==> src/rtl/tiny86_trace_seq_if.sv <==
// Step stream handshake between a trace source (master) and the trace sequencer (slave).
interface tiny86_trace_seq_if #(
  parameter int STEP_W = 560
);
  logic              step_valid;
  logic              step_ready;
  logic [STEP_W-1:0] step;
  logic              step_last;

  modport master (
    output step_valid,
    output step,
    output step_last,
    input  step_ready
  );

  modport slave (
    input  step_valid,
    input  step,
    input  step_last,
    output step_ready
  );
endinterface

==> src/rtl/tiny86_trace_seq.sv <==
// Trace driver/checker around the single-step tiny86 core: feeds steps to the core and
// verifies each step's register file against the core result of the step before it.
module tiny86_trace_seq #(
  parameter  int NUM_HINTS = 2,
  parameter  int MAX_STEPS = 1024,
  localparam int STEP_W    = 416 + 72 * NUM_HINTS,
  localparam int CNT_W     = $clog2(MAX_STEPS + 1)
) (
  input  logic                  clk,
  input  logic                  rst,
  tiny86_trace_seq_if.slave     step_if,
  output logic [STEP_W-1:0]     cur_step_o,
  input  logic [319:0]          core_regs_i,
  input  logic                  core_fault_i,
  output logic                  done_o,
  output logic                  pass_o,
  output logic [1:0]            err_code_o,
  output logic [CNT_W-1:0]      step_count_o
);

  typedef enum logic [1:0] {
    IDLE,
    RUN,
    DRAIN,
    DONE
  } state_e;

  localparam logic [1:0]       ERR_NONE  = 2'd0;
  localparam logic [1:0]       ERR_REGS  = 2'd1;
  localparam logic [1:0]       ERR_OVF   = 2'd2;
  localparam logic [1:0]       ERR_FAULT = 2'd3;
  localparam logic [CNT_W-1:0] CNT_MAX   = CNT_W'(MAX_STEPS);
  localparam logic [CNT_W-1:0] CNT_ONE   = CNT_W'(1);

  state_e              state_q, state_d;
  logic [STEP_W-1:0]   cur_step_q, cur_step_d;
  logic [CNT_W-1:0]    step_count_q, step_count_d;
  logic                pass_q, pass_d;
  logic [1:0]          err_code_q, err_code_d;

  logic                ready;
  logic                accept;
  logic [319:0]        step_regs;
  logic                regs_mismatch;

  // Ready depends on state alone so upstream never sees a loop through step_valid.
  assign ready         = (state_q == IDLE) || (state_q == RUN);
  assign accept        = step_if.step_valid && ready;
  assign step_regs     = step_if.step[STEP_W-97 -: 320];
  assign regs_mismatch = (step_regs != core_regs_i);

  assign step_if.step_ready = ready;
  assign cur_step_o         = cur_step_q;
  assign step_count_o       = step_count_q;
  assign pass_o             = pass_q;
  assign err_code_o         = err_code_q;
  assign done_o             = (state_q == DONE);

  always_comb begin
    state_d      = state_q;
    cur_step_d   = cur_step_q;
    step_count_d = step_count_q;
    pass_d       = pass_q;
    err_code_d   = err_code_q;

    unique case (state_q)
      IDLE: begin
        // First step has no predecessor, so nothing to compare it against.
        if (accept) begin
          cur_step_d   = step_if.step;
          step_count_d = CNT_ONE;
          state_d      = step_if.step_last ? DRAIN : RUN;
        end
      end

      RUN: begin
        // A fault on the held step outranks a mismatch, which outranks overflow.
        if (accept) begin
          if (core_fault_i) begin
            err_code_d = ERR_FAULT;
            state_d    = DONE;
          end else if (regs_mismatch) begin
            err_code_d   = ERR_REGS;
            step_count_d = step_count_q + CNT_ONE;
            state_d      = DONE;
          end else if (step_count_q == CNT_MAX) begin
            err_code_d = ERR_OVF;
            state_d    = DONE;
          end else begin
            cur_step_d   = step_if.step;
            step_count_d = step_count_q + CNT_ONE;
            state_d      = step_if.step_last ? DRAIN : RUN;
          end
        end
      end

      DRAIN: begin
        // The final step has no successor to check, only the core's fault flag.
        if (core_fault_i) begin
          err_code_d = ERR_FAULT;
          pass_d     = 1'b0;
        end else begin
          pass_d = 1'b1;
        end
        state_d = DONE;
      end

      DONE: begin
        state_d = DONE;
      end

      default: begin
        state_d = IDLE;
      end
    endcase
  end

  always_ff @(posedge clk) begin
    if (rst) begin
      state_q      <= IDLE;
      cur_step_q   <= '0;
      step_count_q <= '0;
      pass_q       <= 1'b0;
      err_code_q   <= ERR_NONE;
    end else begin
      state_q      <= state_d;
      cur_step_q   <= cur_step_d;
      step_count_q <= step_count_d;
      pass_q       <= pass_d;
      err_code_q   <= err_code_d;
    end
  end

endmodule
==> src/flat_wrapper.sv <==
// flat-port wrapper written by rule: the top's interface ports become plain ports
module tiny86_trace_seq_flat 
#(
  parameter  int NUM_HINTS = 2,
  parameter  int MAX_STEPS = 1024,
  localparam int STEP_W    = 416 + 72 * NUM_HINTS,
  localparam int CNT_W     = $clog2(MAX_STEPS + 1)
)
  (clk, rst, cur_step_o, core_regs_i, core_fault_i, done_o, pass_o, err_code_o, step_count_o, step_if_step_valid, step_if_step, step_if_step_last, step_if_step_ready);
  tiny86_trace_seq_if step_if_i ();
  input  logic clk;
  input  logic rst;
  output logic [STEP_W-1:0] cur_step_o;
  input  logic [319:0] core_regs_i;
  input  logic core_fault_i;
  output logic done_o;
  output logic pass_o;
  output logic [1:0] err_code_o;
  output logic [CNT_W-1:0] step_count_o;
  input wire logic [$bits(step_if_i.step_valid)-1:0] step_if_step_valid;
  input wire logic [$bits(step_if_i.step)-1:0] step_if_step;
  input wire logic [$bits(step_if_i.step_last)-1:0] step_if_step_last;
  output wire logic [$bits(step_if_i.step_ready)-1:0] step_if_step_ready;
  assign step_if_i.step_valid = step_if_step_valid;
  assign step_if_i.step = step_if_step;
  assign step_if_i.step_last = step_if_step_last;
  assign step_if_step_ready = step_if_i.step_ready;
  tiny86_trace_seq #(.NUM_HINTS(NUM_HINTS), .MAX_STEPS(MAX_STEPS)) u_core (.clk(clk), .rst(rst), .step_if(step_if_i), .cur_step_o(cur_step_o), .core_regs_i(core_regs_i), .core_fault_i(core_fault_i), .done_o(done_o), .pass_o(pass_o), .err_code_o(err_code_o), .step_count_o(step_count_o));
endmodule
==> config.mk <==
export PLATFORM = sky130hd
export DESIGN_NAME = tiny86_trace_seq_flat
export DESIGN_NICKNAME = d
export VERILOG_FILES = /design/src/rtl/tiny86_trace_seq_if.sv /design/src/rtl/tiny86_trace_seq.sv /design/src/flat_wrapper.sv
export SDC_FILE = /design/constraint.sdc
export NUM_CORES = 1
export LEC_CHECK = 0
export ABC_AREA = 1
export ABC_CLOCK_PERIOD_IN_PS = 4920
export CORE_AREA = 2 2 577 579
export DETAILED_ROUTE_END_ITERATION = 7
export DIE_AREA = 0 0 579 581
export GPL_TIMING_DRIVEN = 0
export PLACE_DENSITY_LB_ADDON = 0.12
export SYNTH_ARGS = -nofsm -noshare
export SYNTH_HDL_FRONTEND = slang
export SYNTH_SLANG_ARGS = --single-unit
==> constraint.sdc <==
create_clock -name clk -period 4.92 [get_ports clk]
set_input_delay 0.492 -clock clk [delete_from_list [all_inputs] [get_ports clk]]
set_output_delay 0.492 -clock clk [all_outputs]
set_load 0.01 [all_outputs]
==> results of run 1 <==
==> power breakdown <==
part / switching, uW / internal (uW)
registers: 280 / 5150
logic: 2500 / 2010
clock network: 2700 / 4110
==> synthesized netlist by cell type <==
library cell / number / area, um2
nand3_1: 15 / 75.07
o22ai_1: 1 / 6.260
a211oi_1: 1 / 7.510
o21ai_0: 403 / 2017
a21oi_1: 15 / 75.07
nor3b_1: 2 / 15.01
nor3_1: 4 / 20.02
nor4_1: 1 / 6.260
inv_1: 243 / 912.1
nand2_1: 546 / 2049
dfxtp_1: 576 / 11530
nor2_1: 1248 / 4684
ha_1: 2 / 25.02
buf_2: 34 / 170.2
buf_6: 28 / 315.3
or2_1: 1 / 6.260
xnor2_1: 212 / 1857
buf_4: 22 / 165.2
clkinv_1: 2 / 7.510
xor2_1: 6 / 52.55
inv_2: 2 / 7.510
clkbuf_1: 82 / 307.8
or2_2: 1 / 6.260
and2_1: 1 / 6.260
nand4_1: 10 / 62.56
o21ai_1: 162 / 810.8
clkbuf_2: 25 / 125.1
==> sequential cells by signal (all words and copies together), names as in the netlist <==
register,cells
u_core.err_code_o,2
u_core.step_count_o,11
u_core.state_q,2
u_core.cur_step_o,560
u_core.pass_o,1
==> layer usage <==
layer	routed length [um]	GRT usage (%)	part of all wire, %	vias up
met1	115100	19.07	41	13970
met4	5206	2.792	1.8	128
met2	127700	26.57	45	1450
met3	33100	7.842	12	443
li1	-	-	-	14530
met5	821	0	0.29	-
==> timing repair <==
item | in CTS | in global routing
resized for setup | 14 | 0
buffers inserted | 0 | 0
endpoints found under the setup margin | 553 | 0
==> layout make-up <==
cell class / instances / area (um2) / share of cell area (%)
clock inverters: 17 / 237.7 / 0.4885
plain buffers: 191 / 1085 / 2.229
inverters: 247 / 927.1 / 1.905
well taps: 4366 / 5463 / 11.22
repair buffers: 1461 / 14630 / 30.06
diodes: 64 / 160.2 / 0.3291
flip-flops and latches: 576 / 11530 / 23.69
clock buffers: 144 / 2780 / 5.712
multi-input cells: 2631 / 11860 / 24.36
==> stage by stage <==
step | hold slack (ns) | std cells | util, % | setup WS, ns
finish | 0.3155 | 9697 | 14.76 | 0.2951
detailed placement | 0.4711 | 9472 | 13.78 | -1.659
floorplan | 0.4958 | 3645 | - | 2.834
global placement | 0.4638 | 9471 | 13.77 | -1.975
global route | 0.2712 | 9640 | 14.72 | 0.01085
CTS | 0.2112 | 9633 | 14.71 | 0.03118
==> worst max-delay path by stage <==
stage,startpoint,to,slack (ns)
after global routing,core_regs_i[252],u_core.cur_step_o[203],0.01
after detailed placement,step_if_step[168],u_core.cur_step_o[203],-1.66
final,step_if_step[155],u_core.cur_step_o[203],0.30
after floorplan,step_if_step[327],u_core.cur_step_o[260],2.83
after CTS,step_if_step[432],u_core.cur_step_o[203],0.03
after global placement,step_if_step[159],u_core.cur_step_o[203],-1.98
==> cells by family (layout without fill, tap and decap cells) <==
kind of cell / count (synthesis) / after routing / synth area share (%)
and+or+nand+nor: 1829 / 1829 / 27.37
AOI/OAI and AO/OA: 582 / 582 / 11.52
DFF: 576 / 576 / 45.53
buffers and inverters: 438 / 2060 / 7.940
xor gates and xnor gates: 218 / 218 / 7.540
adders and majority gates: 2 / 2 / 0.09880
other: 0 / 64 / 0
==> worst max-delay path, stage by stage <==
cell and delay [ns]:
clkdlybuf4s50_1 0.52, xnor2_1 1.26, nand2_1 0.11, nor2_1 0.15, nand2_1 0.06, nor2_1 0.11
nand2_1 0.09, nor2_1 0.15, nand3_2 0.35, o21ai_1 0.25, nand2_1 0.21, buf_4 0.32
buf_6 0.23, clkbuf_2 0.38, o21ai_0 0.45, nor2_1 0.07
==> results by group, run 1 <==
Outcome
  – Status: finished, violations left
  – Failing checks: max-capacitance violations, max-slew violations

Floorplan
  – Core Box Area: around 0.33 mm2
  – Initial Util: 7.680%
  – Chip width: between 500 and 600 um
  – Row count: about 210
  – Die ar.: 0.3364 mm2
  – Die span in y: 581 um
  – Top Ports: about 1.5k

Worst setup path
  – Arr. time, crit path: around 5.3 ns
  – Critical Path Source Type: input pin
  – CP Capture Type: flop
  – Reg2Reg Depth: 14
  – Crit Path Max Fanout: 11
  – Kind of critical path: input pin to flop
  – Worst reg-to-reg setup slack: 1.71 ns
  – WP data required: around 5.6 ns
  – R2R Path Start: u_core.step_count_o[0]
  – FF-to-FF End: u_core.cur_step_o[203]

Clock network
  – Post-cts hold buffer count: 0
  – Cts bufs inserted: 94
  – Clock slew at reported path FFs: 0.05 ns
  – H-tree Lvls: 3
  – # clock sinks: 576
  – Skew-Pair Late Insertion Delay: 0.79 ns
  – Root Buffer: clkbuf_16
  – Longest Clk Path Bufs: 4
  – CTS tree: yes

Power and ir drop
  – Design Power: around 17,000 uW
  – Leakage power: 0.01815 uW
  – Pwr per Cell Area: roughly 340 mW/mm2
  – Maximum VDD drop: 0.2286 mV

Final layout
  – FILL cells: between 30k and 40k
  – Most frequent cells in the layout: 1,459 x clkdlybuf4s50_1, 1,241 x nor2_1, 576 x dfxtp_1, 546 x nand2_1, 403 x o21ai_0
  – Design Area, Final: 0.04867 mm2
  – NumNets Final: 6,089
  – Share of layout cells above drive strength 1: 5.012%
  – Area growth syn-to-layout: 92.18%
  – Commonest non-fill, non-tap cell in the layout: clkdlybuf4s50_1

Yosys
  – Post-Synthesis Cells: between 3k and 4k
  – Sequential area share after synthesis: 45.53%
  – Cell area after synthesis: 0.02532 mm2
  – Unique masters post-synth: 27
  – Yosys reg bits: 576
  – Synthesized net count: 4,532
  – Ys Warns: 0
  – Synthesized area per cell: 6.948 um2

Run
  – Max cap viols: 2

Route
  – Routed wire per std cell: 29.08 um
  – Drt pass-1 iters: 5
  – DRT Wirelength: around 280,000 um
  – Via Count: 30.52k
  – Post-DRT Antenna Nets: 0
  – Initial DRC Count: 1,749
  – Drt drc: 0
  – DR vias/cell: approximately 3.1

Timing
  – RSZ-0062 raised after global routing: false
  – Worst Tran Pin Value: 1.576 ns
  – Final setup fails: 0
  – Worst rel slew slack: -5.832%
  – F_max: 216.2 MHz
  – Final worst path period share: between 90% and 100%
  – Final Skew: 0.06635 ns
  – Tmin final: 4.625 ns
  – Final Hold Fails: 0
  – Max-slew violations: 13
  – Setup TNS: 0 ns

Global routing
  – Number of global-route vias before repair: 29.80k
  – Global-route wire length before repair: 345,600 um
  – Initial antenna violation count: 255
  – Largest net degree at the start of global routing: 14
  – Grt ovf: 0
  – GRT Util Overall: approximately 16%

Placed design
  – IO Port Bufs: 1,460
  – Placed Area: 0.04543 mm2
  – Gpl congestion: between 0.8 and 0.9
  – Dpl hpwl: 249,600 um

Min path
  – Hold Path Class: input pin to flop
  – Hold path start: step_if_step[506]
  – WHS Path Cells: 3
  – Hold Crit Endpoint: u_core.cur_step_o[506]
Note: power is estimated with default switching activity, not from simulation.
==> run 2, diff against run 1 <==
- ABC_CLOCK_PERIOD_IN_PS: 4920 -> 4500
- clock period: 4.92 -> 4.5 ns (I/O delays scaled with it)
==> run 2 against run 1 <==
Compared with the run above: clock skew shrank 0.00089 ns; sequential power increased by 9.4%; sequential share of layout area about the same; power up 9.4%; non-clock buffer count is the same; largest power group unchanged; cell count about the same; the flow still finishes with violations (max-capacitance violations, max-slew violations); global-route usage about the same; critical path depth grew 1; combinational power grew 9.5%.
==> results by group, run 2 (synthesized netlist as in run 1, its figures left out) <==
Outcome
  – Status: finished, violations left (unchanged)
  – Failing checks: max-capacitance violations, max-slew violations (unchanged)

Route
  – Drt drc: 0 (unchanged)
  – DR vias/cell: 3.150 (was 3.148)
  – Drt pass-1 iters: 5 (unchanged)
  – Initial DRC Count: 1,855 (was 1,749)
  – DRT Wirelength: 281,800 um (was 282,000 um)
  – Post-DRT Antenna Nets: 0 (unchanged)
  – Routed wire per std cell: 29.06 um (was 29.08 um)
  – Via Count: 30.56k (was 30.52k)

Final layout
  – Share of layout cells above drive strength 1: 5.164% (was 5.012%)
  – Design Area, Final: 0.04876 mm2 (was 0.04867 mm2)
  – FILL cells: 37.76k (about the same)
  – Area growth syn-to-layout: 92.54% (was 92.18%)
  – NumNets Final: 6,089 (unchanged)
  – Final cell count without fillers: 9,699 (was 9,697)
  – Commonest non-fill, non-tap cell in the layout: clkdlybuf4s50_1 (unchanged)
  – Most frequent cells in the layout: 1,458 x clkdlybuf4s50_1, 1,240 x nor2_1, 576 x dfxtp_1, 545 x nand2_1, 401 x o21ai_0 (was 1,459 x clkdlybuf4s50_1, 1,241 x nor2_1, 576 x dfxtp_1, 546 x nand2_1, 403 x o21ai_0)
  – Max FFs per register: 560 (unchanged)

Global routing
  – Initial antenna violation count: 256 (was 255)
  – Global-route wire length before repair: 345,600 um (unchanged)
  – Grt ovf: 0 (unchanged)
  – Number of global-route vias before repair: 29.80k (about the same)
  – GRT Util Overall: 16.17% (about the same)
  – Largest net degree at the start of global routing: 14 (unchanged)

Timing
  – Worst Tran Pin Value: 1.513 ns (was 1.576 ns)
  – Worst rel slew slack: -0.8842% (was -5.832%)
  – Final Skew: 0.06546 ns (was 0.06635 ns)
  – F_max: 228.5 MHz
  – Max-slew violations: 11 (was 13)
  – Setup ws final: 0.1245 ns (was 0.2951 ns)
  – Min Hold Slack: 0.2725 ns (was 0.3155 ns)
  – Final worst path period share: a little over nine tenths
  – Final Hold Fails: 0 (unchanged)
  – Final setup fails: 0 (unchanged)
  – Tmin final: around 4.4 ns

Power and ir drop
  – Pwr per Cell Area: 375.6 mW/mm2 (was 344.1 mW/mm2)
  – Maximum VDD drop: 0.2518 mV (was 0.2286 mV)
  – Design Power: 18,320 uW (was 16,750 uW)
  – Leakage power: 0.01818 uW (was 0.01815 uW)

Worst setup path
  – WP data required: 5.17 ns (was 5.58 ns)
  – Reg2Reg Depth: 14 (unchanged)
  – Worst reg-to-reg setup slack: 1.40 ns (was 1.71 ns)
  – Arr. time, crit path: 5.05 ns (was 5.28 ns)
  – Crit Path Max Fanout: 10 (was 11)
  – Critical Path Source Type: input pin (unchanged)
  – R2R Path Start: u_core.step_count_o[0] (unchanged)
  – Kind of critical path: input pin to flop (unchanged)
  – FF-to-FF End: u_core.cur_step_o[346] (was u_core.cur_step_o[203])
  – CP Capture Type: flop (unchanged)

Clock network
  – # clock sinks: 576 (unchanged)
  – Root Buffer: clkbuf_16 (unchanged)
  – H-tree Lvls: 3 (unchanged)
  – Cts bufs inserted: 94 (unchanged)
  – Clock slew at reported path FFs: 0.06 ns (was 0.05 ns)
  – CTS tree: yes (unchanged)
  – Skew-Pair Late Insertion Delay: 0.79 ns (about the same)
  – Longest Clk Path Bufs: 4 (unchanged)
  – Post-cts hold buffer count: 0 (unchanged)

Placed design
  – Dpl ws: -2.037 ns (was -1.659 ns)
  – IO Port Bufs: 1,460 (unchanged)
  – Placed Area: 0.04543 mm2 (unchanged)
  – Placed Instances: 9,472 (unchanged)
  – Gpl congestion: 0.8687 (unchanged)
  – Dpl hpwl: 249,600 um (unchanged)

Floorplan
  – Die span in y: 581 um (unchanged)
  – Row count: 211 (unchanged)
  – Die ar.: 0.3364 mm2 (unchanged)
  – Top Ports: 1,461 (unchanged)
  – Core Box Area: 0.3297 mm2 (unchanged)
  – Chip width: 579 um (unchanged)
  – Initial Util: 7.680% (unchanged)

Min path
  – Hold path start: step_if_step[506] (unchanged)
  – Hold Crit Endpoint: u_core.cur_step_o[506] (unchanged)
  – Hold Path Class: input pin to flop (unchanged)
  – WHS Path Cells: 3 (unchanged)

Run
  – Max cap viols: 1 (was 2)
## run 2: cell types whose count changed in the layout (fill, tap and decap cells not counted), moves of 2 or more
cell	change
xnor2_1	-5
xnor2_4	+2
diode_2	+2
xnor2_2	+3
o21ai_1	+2
o21ai_0	-2
nor2_4	+4
nor2_2	-3
## run 2: final cells by class
cell class / count / area [um2] / area share, %
clock inverters: 17 / 237.7 / 0.4875
multi-input cells: 2631 / 11940 / 24.49
inverters: 247 / 927.1 / 1.901
plain buffers: 191 / 1085 / 2.225
diodes: 66 / 165.2 / 0.3387
clock buffers: 144 / 2780 / 5.702
repair buffers: 1461 / 14630 / 30.00
flip-flops and latches: 576 / 11530 / 23.65
well taps: 4366 / 5463 / 11.20
## run 2: timing repair
| item | in CTS | in global routing |
|---|---|---|
| buffers inserted | 0 | 0 |
| pin swaps | 0 | 0 |
| endpoints found under the setup margin | 571 | 12 |
| resized for setup | 27 | 6 |
## run 2: worst max-delay path by stage
stage / from / to / cells after the start
2_1_floorplan: step_if_step[327] / u_core.cur_step_o[260] / 15
4_1_cts: step_if_step[148] / u_core.cur_step_o[340] / 16
5_1_grt: step_if_step[191] / u_core.cur_step_o[341] / 16
3_5_place_dp: step_if_step[168] / u_core.cur_step_o[203] / 16
3_3_place_gp: step_if_step[159] / u_core.cur_step_o[203] / 16
6_report: step_if_step[159] / u_core.cur_step_o[341] / 17
## run 2: where the power goes
group          leakage [uW]  total, uW  internal (uW)  switching (uW)
Clock               0.00148       7440           4500            2940
Sequential          0.00475       5940           5630             307
Combinational        0.0119       4940           2200            2740
## run 2: routing by layer
| metal | up-vias | track usage, % | share of wire, % |
|---|---|---|---|
| met1 | 13990 | 19.05 | 41 |
| met5 | - | 0 | 0.28 |
| met3 | 432 | 7.874 | 12 |
| li1 | 14540 | - | - |
| met4 | 124 | 2.792 | 1.9 |
| met2 | 1470 | 26.57 | 45 |
## run 2: critical path, cell delays in order
cell	delay (ns)
clkdlybuf4s50_1	0.50
xnor2_2	0.23
buf_8	0.20
nand2_1	0.07
nor2_1	0.40
nand2_1	0.25
nor2_2	0.42
nand2_1	0.11
nor2_1	0.21
nand2_2	0.28
o21ai_1	0.21
nand2_1	0.21
buf_4	0.32
buf_6	0.23
clkbuf_2	0.35
o21ai_0	0.40
nor2_1	0.07
## run 2: per-stage QoR
step / util (%) / TNS [ns]
after global routing: 14.74 / -0.001855
final: 14.79 / 0
after CTS: 14.73 / 0
after global placement: 13.77 / -1074.83
after detailed placement: 13.78 / -891.81
after floorplan: - / 0
==> run 3, diff against run 2 <==
- SKIP_CTS_REPAIR_TIMING: not set -> 1
- SKIP_LAST_GASP: not set -> 1
==> run 3 against run 2 <==
Compared with the run above: global-route usage hardly changed; power about the same; cell area barely moved; highest routed layer unchanged; clock skew is 0.0011 ns higher; setup slack improved by 0.077 ns; critical path type unchanged; die area did not move; the run now ends clean; fmax up 1.8%; sequential share of layout area hardly changed; cell count about the same; via count is 0.11% lower.
==> results by group, run 3 (synthesized netlist as in run 1, its figures left out) <==
Global routing
  – Number of global-route vias before repair: 29.79k (was 29.80k)
  – Initial antenna violation count: 255 (was 256)
  – Largest net degree at the start of global routing: 14 (unchanged)
  – Grt ovf: 0 (unchanged)
  – Global-route wire length before repair: 345,700 um (was 345,600 um)
  – GRT Util Overall: 16.17% (about the same)

Floorplan
  – Die span in y: 581 um (unchanged)
  – Chip width: 579 um (unchanged)
  – Row count: 211 (unchanged)
  – Initial Util: 7.680% (unchanged)
  – Core Box Area: 0.3297 mm2 (unchanged)
  – Top Ports: 1,461 (unchanged)
  – Die ar.: 0.3364 mm2 (unchanged)

Power and ir drop
  – Gate power share: 27.0% (about the same)
  – Maximum VDD drop: 0.2506 mV (was 0.2518 mV)
  – Sw frac: 32.68% (was 32.69%)
  – Pwr per Cell Area: 375.7 mW/mm2 (was 375.6 mW/mm2)
  – Internal: 12,330 uW (about the same)
  – Psw: 5984 uW (was 5988 uW)
  – Leakage power: 0.01819 uW (was 0.01818 uW)
  – Sequential power share: 32.4% (about the same)
  – Clock Power Share: 40.6% (about the same)

Run
  – Max cap viols: 0 (was 1)

Clock network
  – Longest Clk Path Bufs: 4 (unchanged)
  – Clock slew at reported path FFs: 0.06 ns (about the same)
  – Cts bufs inserted: 94 (unchanged)
  – Root Buffer: clkbuf_16 (unchanged)
  – Skew-Pair Late Insertion Delay: 0.79 ns (about the same)
  – CTS tree: yes (unchanged)
  – # clock sinks: 576 (unchanged)
  – H-tree Lvls: 3 (unchanged)

Worst setup path
  – Worst reg-to-reg setup slack: 1.38 ns (was 1.40 ns)
  – Critical Path Source Type: input pin (unchanged)
  – CP Capture Type: flop (unchanged)
  – R2R Path Start: u_core.step_count_o[0] (unchanged)
  – Crit path to: u_core.cur_step_o[341] (unchanged)
  – Worst setup path startpoint: step_if_step[178] (was step_if_step[159])
  – Crit Path Max Fanout: 10 (unchanged)
  – Reg2Reg Depth: 14 (unchanged)
  – Arr. time, crit path: 4.97 ns (was 5.05 ns)
  – Kind of critical path: input pin to flop (unchanged)
  – WP data required: 5.17 ns (about the same)
  – FF-to-FF End: u_core.cur_step_o[209] (was u_core.cur_step_o[346])

Timing
  – Final Hold Fails: 0 (unchanged)
  – Max-slew violations: 0 (was 11)
  – Final setup fails: 0 (unchanged)
  – F_max: 232.7 MHz (was 228.5 MHz)
  – Final worst path period share: 95.52% (was 97.23%)
  – Tmin final: 4.298 ns (was 4.375 ns)
  – Setup ws final: 0.2018 ns (was 0.1245 ns)
  – Worst Tran Pin Value: 1.468 ns (was 1.513 ns)
  – Final Skew: 0.06651 ns (was 0.06546 ns)
  – Worst rel slew slack: 2.136% (was -0.8842%)

Placed design
  – IO Port Bufs: 1,460 (unchanged)
  – Gpl congestion: 0.8687 (unchanged)
  – Dpl hpwl: 249,600 um (unchanged)
  – Placed Instances: 9,472 (unchanged)
  – Dpl ws: -2.037 ns (unchanged)

Min path
  – Hold Path Class: input pin to flop (unchanged)

Route
  – DRT Wirelength: 281,800 um (about the same)
  – Via Count: 30.52k (was 30.56k)
  – DR vias/cell: 3.147 (was 3.150)
  – Post-DRT Antenna Nets: 0 (unchanged)
  – Routed wire per std cell: 29.06 um (about the same)
  – Initial DRC Count: 1,804 (was 1,855)
  – Drt pass-1 iters: 5 (unchanged)
  – Drt drc: 0 (unchanged)

Final layout
  – Register area: 0.01153 mm2 (unchanged)
  – FILL cells: 37.76k (about the same)
  – Final cell count without fillers: 9,697 (was 9,699)
  – Area of the multi-input gates: 0.01193 mm2 (was 0.01194 mm2)
  – Most frequent cells in the layout: 1,458 x clkdlybuf4s50_1, 1,240 x nor2_1, 576 x dfxtp_1, 545 x nand2_1, 401 x o21ai_0 (unchanged)
  – NumNets Final: 6,089 (unchanged)
  – Commonest non-fill, non-tap cell in the layout: clkdlybuf4s50_1 (unchanged)
  – Share of layout cells above drive strength 1: 5.126% (was 5.164%)
  – Area growth syn-to-layout: 92.48% (was 92.54%)
  – Max FFs per register: 560 (unchanged)

Outcome
  – Status: finished, final reports clean (was finished, violations left)
-- run 3: changes by cell type in the layout (fill, tap and decap cells not counted), sizes merged --
cell,change
diode,-2
clkdlybuf4s15,-1
dlygate4sd2,-1
dlymetal6s2s,+2
-- run 3: worst min path at each step --
stage,endpoint,startpoint,slack (ns),cells after the start
after CTS,u_core.cur_step_o[127],step_if_step[127],0.17,3
after global routing,u_core.cur_step_o[506],step_if_step[506],0.23,3
after floorplan,u_core.step_count_o[7],u_core.step_count_o[7],0.50,2
after detailed placement,u_core.cur_step_o[145],u_core.cur_step_o[145],0.47,2
final,u_core.cur_step_o[506],step_if_step[506],0.27,3
after global placement,u_core.cur_step_o[408],u_core.cur_step_o[408],0.46,2
-- run 3: layout make-up --
cell class                 instances  share of cell area [%]
timing repair buffer            1461                   30.02
multi-input combinational       2631                   24.47
sequential                       576                   23.66
tap                             4366                   11.21
clock buffer                     144                   5.704
buffer                           191                   2.226
inverter                         247                   1.902
clock inverter                    17                  0.4877
antenna                           64                  0.3286
-- run 3: layer usage --
layer / GRT usage, % / vias to the layer above / part of all wire (%)
met4: 2.792 / 130 / 1.8
met1: 19.09 / 13970 / 41
li1: - / 14530 / -
met3: 7.805 / 435 / 12
met2: 26.56 / 1458 / 45
met5: 0 / - / 0.29
-- run 3: per-stage QoR --
stage	power [uW]	util, %	setup TNS, ns	instance area, um2	hold slack, ns
global placement	11100	13.77	-1074.83	45400	0.4638
global route	19290	14.74	-0.01480	48600	0.2292
floorplan	7627	-	0	25320	0.4958
finish	18310	14.78	0	48740	0.2728
detailed placement	11110	13.78	-891.81	45430	0.4711
CTS	18850	14.69	-400.49	48450	0.1692
-- run 3: power by group through the flow --
stage | Combinational, uW | Clock [uW] | Sequential [uW]
2_1_floorplan | 1400 | 0 | 6230
3_3_place_gp | 5070 | 0 | 6030
3_5_place_dp | 5060 | 0 | 6040
4_1_cts | 5090 | 7820 | 5940
5_1_grt | 5340 | 7950 | 6000
6_report | 4940 | 7440 | 5940
-- run 3: worst max-delay path: stages --
cell and delay, ns:
clkdlybuf4s50_1 0.50, xnor2_1 1.10, nand2_1 0.10, nor2_1 0.13, nand2_1 0.06, nor2_1 0.11
nand2_1 0.08, nor2_1 0.15, nand3_2 0.35, o21ai_1 0.25, nand2_1 0.23, buf_4 0.33
buf_6 0.23, clkbuf_2 0.34, o21ai_0 0.40, nor2_1 0.07
